`config.mk`:
```
export PLATFORM = sky130hd
export DESIGN_NAME = video_sig_gen
export DESIGN_NICKNAME = d
export VERILOG_FILES = /design/src/rtl/video_timing_pkg.sv /design/src/rtl/video_sig_gen.sv
export SDC_FILE = /design/constraint.sdc
export NUM_CORES = 1
export LEC_CHECK = 0
export BUFFER_PORTS_ARGS = -buffer_cell sky130_fd_sc_hd__buf_4
export CAP_MARGIN = 15
export CELL_PAD_IN_SITES_DETAIL_PLACEMENT = 0
export CELL_PAD_IN_SITES_GLOBAL_PLACEMENT = 1
export CORE_MARGIN = 2
export CORE_UTILIZATION = 40
export CTS_BUF_LIST = sky130_fd_sc_hd__clkbuf_16
export DETAILED_ROUTE_END_ITERATION = 8
export HOLD_SLACK_MARGIN = 0.05
export PLACE_DENSITY_LB_ADDON = 0.1
export SLEW_MARGIN = 20
export SYNTH_ARGS = -nofsm -noshare
export SYNTH_HDL_FRONTEND = slang
export SYNTH_SLANG_ARGS = --single-unit
export TNS_END_PERCENT = 5
```
`constraint.sdc`:
```
create_clock -name clk_pixel_in -period 1.9 [get_ports clk_pixel_in]
set_input_delay 0.38 -clock clk_pixel_in [delete_from_list [all_inputs] [get_ports clk_pixel_in]]
set_output_delay 0.38 -clock clk_pixel_in [all_outputs]
set_load 0.02 [all_outputs]
```
`src/rtl/video_timing_pkg.sv`:
```
// rtl/video_timing_pkg.sv - XGA 1024x768@60 timing constants and count widths
//
// Purpose: shared timing numbers for the signal generator, colour mux and
//          output stage, so every stage agrees on the raster geometry.
// Contents: horizontal/vertical active, porch and sync widths, derived
//           totals, sync polarities, frame-count modulus, counter widths.
package video_timing_pkg;

    localparam int XGA_ACTIVE_H = 1024;
    localparam int XGA_FP_H     = 24;
    localparam int XGA_SYNC_H   = 136;
    localparam int XGA_BP_H     = 160;
    localparam int XGA_TOTAL_H  = XGA_ACTIVE_H + XGA_FP_H + XGA_SYNC_H + XGA_BP_H;

    localparam int XGA_ACTIVE_V = 768;
    localparam int XGA_FP_V     = 3;
    localparam int XGA_SYNC_V   = 6;
    localparam int XGA_BP_V     = 29;
    localparam int XGA_TOTAL_V  = XGA_ACTIVE_V + XGA_FP_V + XGA_SYNC_V + XGA_BP_V;

    localparam bit XGA_HS_POL   = 1'b0;
    localparam bit XGA_VS_POL   = 1'b0;
    localparam int XGA_FPS      = 60;

    localparam int HCOUNT_W     = 11;
    localparam int VCOUNT_W     = 10;
    localparam int FC_W         = 6;

endpackage

```
`src/rtl/video_sig_gen.sv`:
```
// rtl/video_sig_gen.sv - raster timing generator: counters plus sync/active/new-frame decode
//
// Purpose: walks the pixel raster one pixel per clock and decodes the sync,
//          active-draw and new-frame strobes from the same registered
//          coordinate, so all outputs describe one pixel in one cycle.
// Ports:
//   clk_pixel_in  in   pixel clock
//   rst_in        in   synchronous active-high reset
//   hcount_out    out  horizontal pixel index 0..TOTAL_H-1
//   vcount_out    out  vertical line index 0..TOTAL_V-1
//   hs_out        out  horizontal sync, asserted level HS_POL
//   vs_out        out  vertical sync, asserted level VS_POL
//   ad_out        out  active draw (visible pixel)
//   nf_out        out  one-cycle pulse at the first blanking pixel after the last visible line
//   fc_out        out  frame counter 0..FPS-1
module video_sig_gen
    import video_timing_pkg::*;
#(
    parameter int ACTIVE_H = XGA_ACTIVE_H,
    parameter int FP_H     = XGA_FP_H,
    parameter int SYNC_H   = XGA_SYNC_H,
    parameter int BP_H     = XGA_BP_H,
    parameter int ACTIVE_V = XGA_ACTIVE_V,
    parameter int FP_V     = XGA_FP_V,
    parameter int SYNC_V   = XGA_SYNC_V,
    parameter int BP_V     = XGA_BP_V,
    parameter bit HS_POL   = XGA_HS_POL,
    parameter bit VS_POL   = XGA_VS_POL,
    parameter int FPS      = XGA_FPS
) (
    input  logic                clk_pixel_in,
    input  logic                rst_in,
    output logic [HCOUNT_W-1:0] hcount_out,
    output logic [VCOUNT_W-1:0] vcount_out,
    output logic                hs_out,
    output logic                vs_out,
    output logic                ad_out,
    output logic                nf_out,
    output logic [FC_W-1:0]     fc_out
);

    localparam int TOTAL_H = ACTIVE_H + FP_H + SYNC_H + BP_H;
    localparam int TOTAL_V = ACTIVE_V + FP_V + SYNC_V + BP_V;

    if (TOTAL_H > 2048) begin : g_bad_total_h
        $error("video_sig_gen: TOTAL_H exceeds 2048");
    end
    if (TOTAL_V > 1024) begin : g_bad_total_v
        $error("video_sig_gen: TOTAL_V exceeds 1024");
    end
    if (FPS < 1 || FPS > (1 << FC_W)) begin : g_bad_fps
        $error("video_sig_gen: FPS does not fit the frame counter");
    end

    // Compare one bit wider than the counters: a window end may equal TOTAL
    // (2048 / 1024), which does not fit the counter width itself.
    localparam int HX_W = HCOUNT_W + 1;
    localparam int VX_W = VCOUNT_W + 1;

    localparam logic [HX_W-1:0] H_ACTIVE_X = HX_W'(ACTIVE_H);
    localparam logic [HX_W-1:0] H_SYNC_BEG = HX_W'(ACTIVE_H + FP_H);
    localparam logic [HX_W-1:0] H_SYNC_END = HX_W'(ACTIVE_H + FP_H + SYNC_H);
    localparam logic [HX_W-1:0] H_LAST     = HX_W'(TOTAL_H - 1);

    localparam logic [VX_W-1:0] V_ACTIVE_X = VX_W'(ACTIVE_V);
    localparam logic [VX_W-1:0] V_SYNC_BEG = VX_W'(ACTIVE_V + FP_V);
    localparam logic [VX_W-1:0] V_SYNC_END = VX_W'(ACTIVE_V + FP_V + SYNC_V);
    localparam logic [VX_W-1:0] V_LAST     = VX_W'(TOTAL_V - 1);

    localparam logic [FC_W-1:0] FC_LAST    = FC_W'(FPS - 1);

    logic [HCOUNT_W-1:0] r_hcount;
    logic [VCOUNT_W-1:0] r_vcount;
    logic [FC_W-1:0]     r_fc;

    logic [HX_W-1:0] w_hx;
    logic [VX_W-1:0] w_vx;
    logic            w_h_last;
    logic            w_v_last;
    logic            w_nf;
    logic            w_hs_win;
    logic            w_vs_win;
    logic            w_ad;

    assign w_hx     = {1'b0, r_hcount};
    assign w_vx     = {1'b0, r_vcount};
    assign w_h_last = (w_hx == H_LAST);
    assign w_v_last = (w_vx == V_LAST);
    assign w_nf     = (w_hx == H_ACTIVE_X) && (w_vx == V_ACTIVE_X);
    assign w_hs_win = (w_hx >= H_SYNC_BEG) && (w_hx < H_SYNC_END);
    assign w_vs_win = (w_vx >= V_SYNC_BEG) && (w_vx < V_SYNC_END);
    assign w_ad     = (w_hx < H_ACTIVE_X) && (w_vx < V_ACTIVE_X);

    always_ff @(posedge clk_pixel_in) begin
        if (rst_in) begin
            r_hcount <= '0;
            r_vcount <= '0;
            r_fc     <= '0;
        end else begin
            if (w_h_last) begin
                r_hcount <= '0;
                r_vcount <= w_v_last ? '0 : r_vcount + 1'b1;
            end else begin
                r_hcount <= r_hcount + 1'b1;
            end
            // fc steps on the nf edge, so it is stable for the whole next frame.
            if (w_nf) begin
                r_fc <= (r_fc == FC_LAST) ? '0 : r_fc + 1'b1;
            end
        end
    end

    // Decodes are gated by reset so a mid-frame reset blanks the outputs
    // in the very cycle it is asserted, not one cycle later.
    assign hcount_out = rst_in ? '0 : r_hcount;
    assign vcount_out = rst_in ? '0 : r_vcount;
    assign hs_out     = (!rst_in && w_hs_win) ? HS_POL : ~HS_POL;
    assign vs_out     = (!rst_in && w_vs_win) ? VS_POL : ~VS_POL;
    assign ad_out     = !rst_in && w_ad;
    assign nf_out     = !rst_in && w_nf;
    assign fc_out     = r_fc;

endmodule

```
Word level (Yosys, flattened, before mapping)

Cells that the tools add are included.

Register bits: 27
Memories: 0
Latch bits: 0
Bits in writable memories: 0
Output and inout bits: 31
ROM bits: 0

Multiply operators: 0
Shifts and indexed selects: 0
Eq/ne operators: 5
Add/sub/neg operators: 3
Div/mod/pow operators: 0
Magnitude comparators: 6
Bitwise logic cells: 0
Reductions and logical operators: 10
Mux-type cells: 6

Operator list:

| kind                    | number |
|---|---|
| $eq A11 B11 Y1 const B  | 2 |
| $lt A11 B11 Y1 const B  | 2 |
| $eq A10 B10 Y1 const B  | 2 |
| $lt A10 B10 Y1 const B  | 2 |
| $mux W10                | 2 |
| $add A11 B1 Y11 const B | 1 |
| $ge A11 B11 Y1 const B  | 1 |
| $mux W11                | 1 |
| $add A10 B1 Y10 const B | 1 |
| $ge A10 B10 Y1 const B  | 1 |
| $logic_and A1 B1 Y1     | 8 |
| $add A6 B1 Y6 const B   | 1 |
| $eq A6 B6 Y1 const B    | 1 |
| $mux W6                 | 1 |
| $mux W1                 | 2 |
| $reduce_or A2 Y1        | 1 |
| $logic_not A1 Y1        | 1 |

Logic depth before layout (Yosys ltp)

Depth in word-level cells: 4
Mapped depth: 6

Worst setup path after synthesis

OpenSTA, ideal clock, no wires.

Path type: register to output
Start: reg r_vcount[0]
End: out nf_out
Slack: 0.083 ns
Arrival time: 1.437 ns
Stages on the path, launching flop included: 6
Cells stage by stage: dfxtp_1 -> inv_1 -> ha_1 -> and4bb_2 -> nand4_2 -> nor3_1

Word-level cells in the longest chain between the ends: 3

Ends and longest elaborated chain:

| item                     | line                 | text |
|---|---|---|
| start: declaration       | video_sig_gen.sv:73  | `logic [VCOUNT_W-1:0] r_vcount;` |
| start signal: assignment | video_sig_gen.sv:102 | `r_vcount <= w_v_last ? '0 : r_vcount + 1'b1;` |
| $eq A10 B10 Y1           | video_sig_gen.sv:89  | `assign w_nf = (w_hx == H_ACTIVE_X) && (w_vx == V_ACTIVE_X);` |
| $logic_and A1 B1 Y1      | video_sig_gen.sv:89  |  |
| $logic_and A1 B1 Y1      | video_sig_gen.sv:120 | `assign nf_out = !rst_in && w_nf;` |
| end: declaration         | video_sig_gen.sv:38  | `output logic nf_out,` |

No other way between the ends.

Worst setup path in the final report

Start: reg r_vcount[0]
End: out vs_out

Word-level cells in the longest chain between the ends: 4
Elaborated cells between the ends (all ways): 5
Classes of those cells: order compare (2); mux (1); reduce/logical (2)

Ends and longest elaborated chain:

| item                                             | line                 | text |
|---|---|---|
| $ge A10 B10 Y1 or $lt A10 B10 Y1 (tied branches) | video_sig_gen.sv:91  | `assign w_vs_win = (w_vx >= V_SYNC_BEG) && (w_vx < V_SYNC_END);` |
| $logic_and A1 B1 Y1 *                            | video_sig_gen.sv:91  |  |
| $logic_and A1 B1 Y1 *                            | video_sig_gen.sv:118 | `assign vs_out = (!rst_in && w_vs_win) ? VS_POL : ~VS_POL;` |
| $mux W1 *                                        | video_sig_gen.sv:118 |  |
| end: declaration                                 | video_sig_gen.sv:36  | `output logic vs_out,` |

Mark *: on every way between the ends. The rest lies on a longest branch, timed or not.

==> impl_metrics.py <==
metrics = {
    "placed_design": {
        "pre_cts_slack_ns": -0.0760,
        "place_area_um2": 2040,
        "hpwl_mm": 3.14,
        "io_buffers": 32,
        "gp_congestion": 0.783,
        "place_inst": 287,
    },
    "route": {
        "wire_per_inst_um": 14.9,
        "ant_nets": 0,
        "drt_iter0_drc": 138,
        "vias_per_cell": 5.55,
        "route.detailed.drc": 0,
        "routed_wl_mm": 4.46,
        "vias": 1666,
        "drt-pass1-iter-count": 4,
    },
    "synth": {
        "ys_ff_latch": 27,
        "synth_top_area_cell": "dfxtp_1",
        "async_flop_share_pct": 0,
        "ys.flop_type": "dfxtp_1",
        "yosys_warnings": 0,
        "synth-edff-count": 0,
        "ys_types": 46,
        "seq_area_frac_synth_pct": 32.9,
        "synthTopCellsByArea": "dfxtp_1 33%, nor2b_1 6.8%, ha_1 5.3%",
        "synthCells": 197,
        "synth.top_cell.area_share_pct": 32.9,
        "synth_area_um2": 1650,
        "synth_nets": 206,
        "postSynthAreaPerCell_um2": 8.35,
    },
    "worst_setup_path": {
        "critPathMaxFanout": 6,
        "critical_path_class": "reg2out",
        "crit_required_ns": 1.52,
        "critPathCaptureType": "primary output",
        "crit_arrival_ns": 1.58,
        "cp-start-kind": "flip-flop",
    },
    "cts": {
        "clkTransAtPathRegs_ns": 0.07,
        "insertion_delay_ns": 0.26,
        "clockBufferDepth": 2,
        "hold_buffers": 0,
        "cts_sinks": 27,
        "root_buffer": "clkbuf_16",
        "ctsHtreeMaxLevel": 1,
        "cts_buffers": 3,
        "cts_tree": "built",
    },
    "finish": {
        "utilization_pct": 58.6,
        "multi_input_area_um2": 1140,
        "final_cell_area_um2": 2330,
        "synthToLayoutAreaGrowth_pct": 41.4,
        "fillers": 378,
        "finalNonFillerCells": 300,
        "drive_above_1_share_pct": 36.4,
        "seq_area_um2": 551,
        "n_antenna_cell": 0,
        "final_net_count": 260,
    },
    "power": {
        "ir_drop_mv": 0.262,
        "power_density_nw_per_um2": 500,
        "leakagePower_nw": 0.932,
        "p_total_mw": 1.16,
    },
    "floorplanning": {
        "io_pins": 33,
        "core_um2": 3970,
        "fp.dieH_um": 68.1,
        "die_area_um2": 4640,
        "rows": 23,
        "fp.dieW_um": 68.1,
        "start_util_pct": 41.4,
    },
    "global_route": {
        "grt_max_degree": 22,
        "grt_pass1_vias": 1498,
        "gr-total-overflow": 0,
        "track_usage_pct": 20.7,
        "grt_pass1_wl_mm": 7.27,
        "antenna_found_initial": 0,
    },
    "timing": {
        "worst_slew_pin_slew_ns": 0.375,
        "worst_slack_ns": -0.0608,
        "slew_violations": 0,
        "max_freq_ghz": 0.510,
        "post-route-min-period_ns": 1.96,
        "maxSlewHeadroom_pct": 74.8,
        "fin_skew_ns": 0.00301,
        "hold_viol": 0,
        "final-setup-viol-count": 2,
        "rsz0062_at_grt": "yes",
        "timing.final.crit_share_pct": 103,
    },
    "run_status": {
        "status": "complete, but fails checks",
        "violations": "negative setup slack",
    },
    "hold_path": {
        "hp-class": "in2reg",
    },
    "job": {
        "cap_violations": 0,
    },
}
-- cell usage in the layout (no fill, tap or decap), types with 3 or more instances in the layout --
master / instances
or3_1: 4
ha_4: 3
nand4_1: 8
inv_4: 3
a311oi_1: 4
a21oi_1: 12
nand3_1: 6
nand2_1: 13
xor2_1: 7
nor3_1: 3
o21ai_0: 6
o211ai_1: 3
buf_4: 59
nor2_1: 16
clkbuf_16: 3
dfxtp_1: 23
and3_1: 8
ha_1: 3
nor2b_1: 18
-- critical path: stages, from the launching register on --
cell and delay, ns:
dfxtp_4 0.38, inv_4 0.07, ha_4 0.14, nand2b_4 0.05
a2111oi_4 0.36, nand4_1 0.14, buf_4 0.18
-- flip-flops by register name, summed over array words and instances (netlist names) --
signal    cells
r_hcount     11
fc_out        6
r_vcount     10
-- worst paths after layout --
kind	start	end	slack [ns]	cells after the start
setup reg to reg	r_hcount[0]$_SDFF_PP0_	fc_out[5]$_SDFFE_PP0P_	0.09	8
hold reg to reg	fc_out[1]$_SDFFE_PP0P_	fc_out[1]$_SDFFE_PP0P_	0.52	2
setup / recovery	r_vcount[0]$_SDFFE_PP0P_	vs_out	-0.06	6
hold / removal	rst_in	r_vcount[0]$_SDFFE_PP0P_	0.45	2
-- layer usage --
metal	up-vias	wire length, um	track usage [%]
met4	0	25	6.00
met5	-	0	0
met1	788	2010	26.2
li1	825	-	-
met3	2	183	2.47
met2	51	2240	36.8
-- report_power, final --
part / switching, mW / internal [mW]
combinational: 0.0572 / 0.0431
sequential: 0.00372 / 0.568
clock: 0.206 / 0.284
total: 0.267 / 0.896
-- cells in the mapped netlist, types with 2 or more instances --
master / number
or4_1: 2
xnor2_1: 2
a21oi_1: 13
a311oi_1: 4
buf_2: 2
nor3_1: 4
o31ai_1: 2
nand4b_1: 2
xor2_1: 7
ha_1: 7
and2_1: 2
o21ai_0: 6
nand4_1: 8
nor2b_1: 18
clkbuf_1: 8
nand2_1: 13
a21o_1: 2
nand4_2: 2
nor4_2: 2
and4_1: 3
dfxtp_1: 27
o211ai_1: 3
nor4_1: 2
inv_1: 4
and3_1: 8
nor2_1: 16
nand3_1: 6
or3_1: 4
-- metrics by stage --
| step | hold slack [ns] | setup TNS [ns] |
|---|---|---|
| after floorplan | 0.426 | 0 |
| final | 0.455 | -0.0725 |
| after global placement | 0.485 | 0 |
| after detailed placement | 0.502 | -0.0760 |
| after CTS | 0.458 | -0.125 |
| after global routing | 0.476 | -0.246 |
-- cell type report --
type	count	area share [%]
Clock inverter	1	0.215
Sequential cell	27	23.7
Clock buffer	3	3.23
Tap cell	50	2.69
Inverter	5	1.13
Timing Repair Buffer	61	20.0
Multi-Input combinational cell	153	49.1
-- logic make-up (layout without fill, tap and decap cells) --
| logic type | after synthesis | count (layout) | share of synthesized area, % |
|---|---|---|---|
| adders and majority gates | 7 | 7 | 5.32 |
| xor gates and xnor gates | 9 | 9 | 4.79 |
| buffers and inverters | 17 | 70 | 4.49 |
| DFF | 27 | 27 | 32.9 |
| AOI/OAI and AO/OA | 38 | 38 | 15.4 |
| and+or+nand+nor | 99 | 99 | 37.1 |
-- timing repair --
action                     CTS  global route
setup endpoints to repair    2             9
pin swaps                    5             6
resized for setup           20            13
buffers inserted             6             3
gates cloned                 0             0
(Power assumes the default switching activity.)
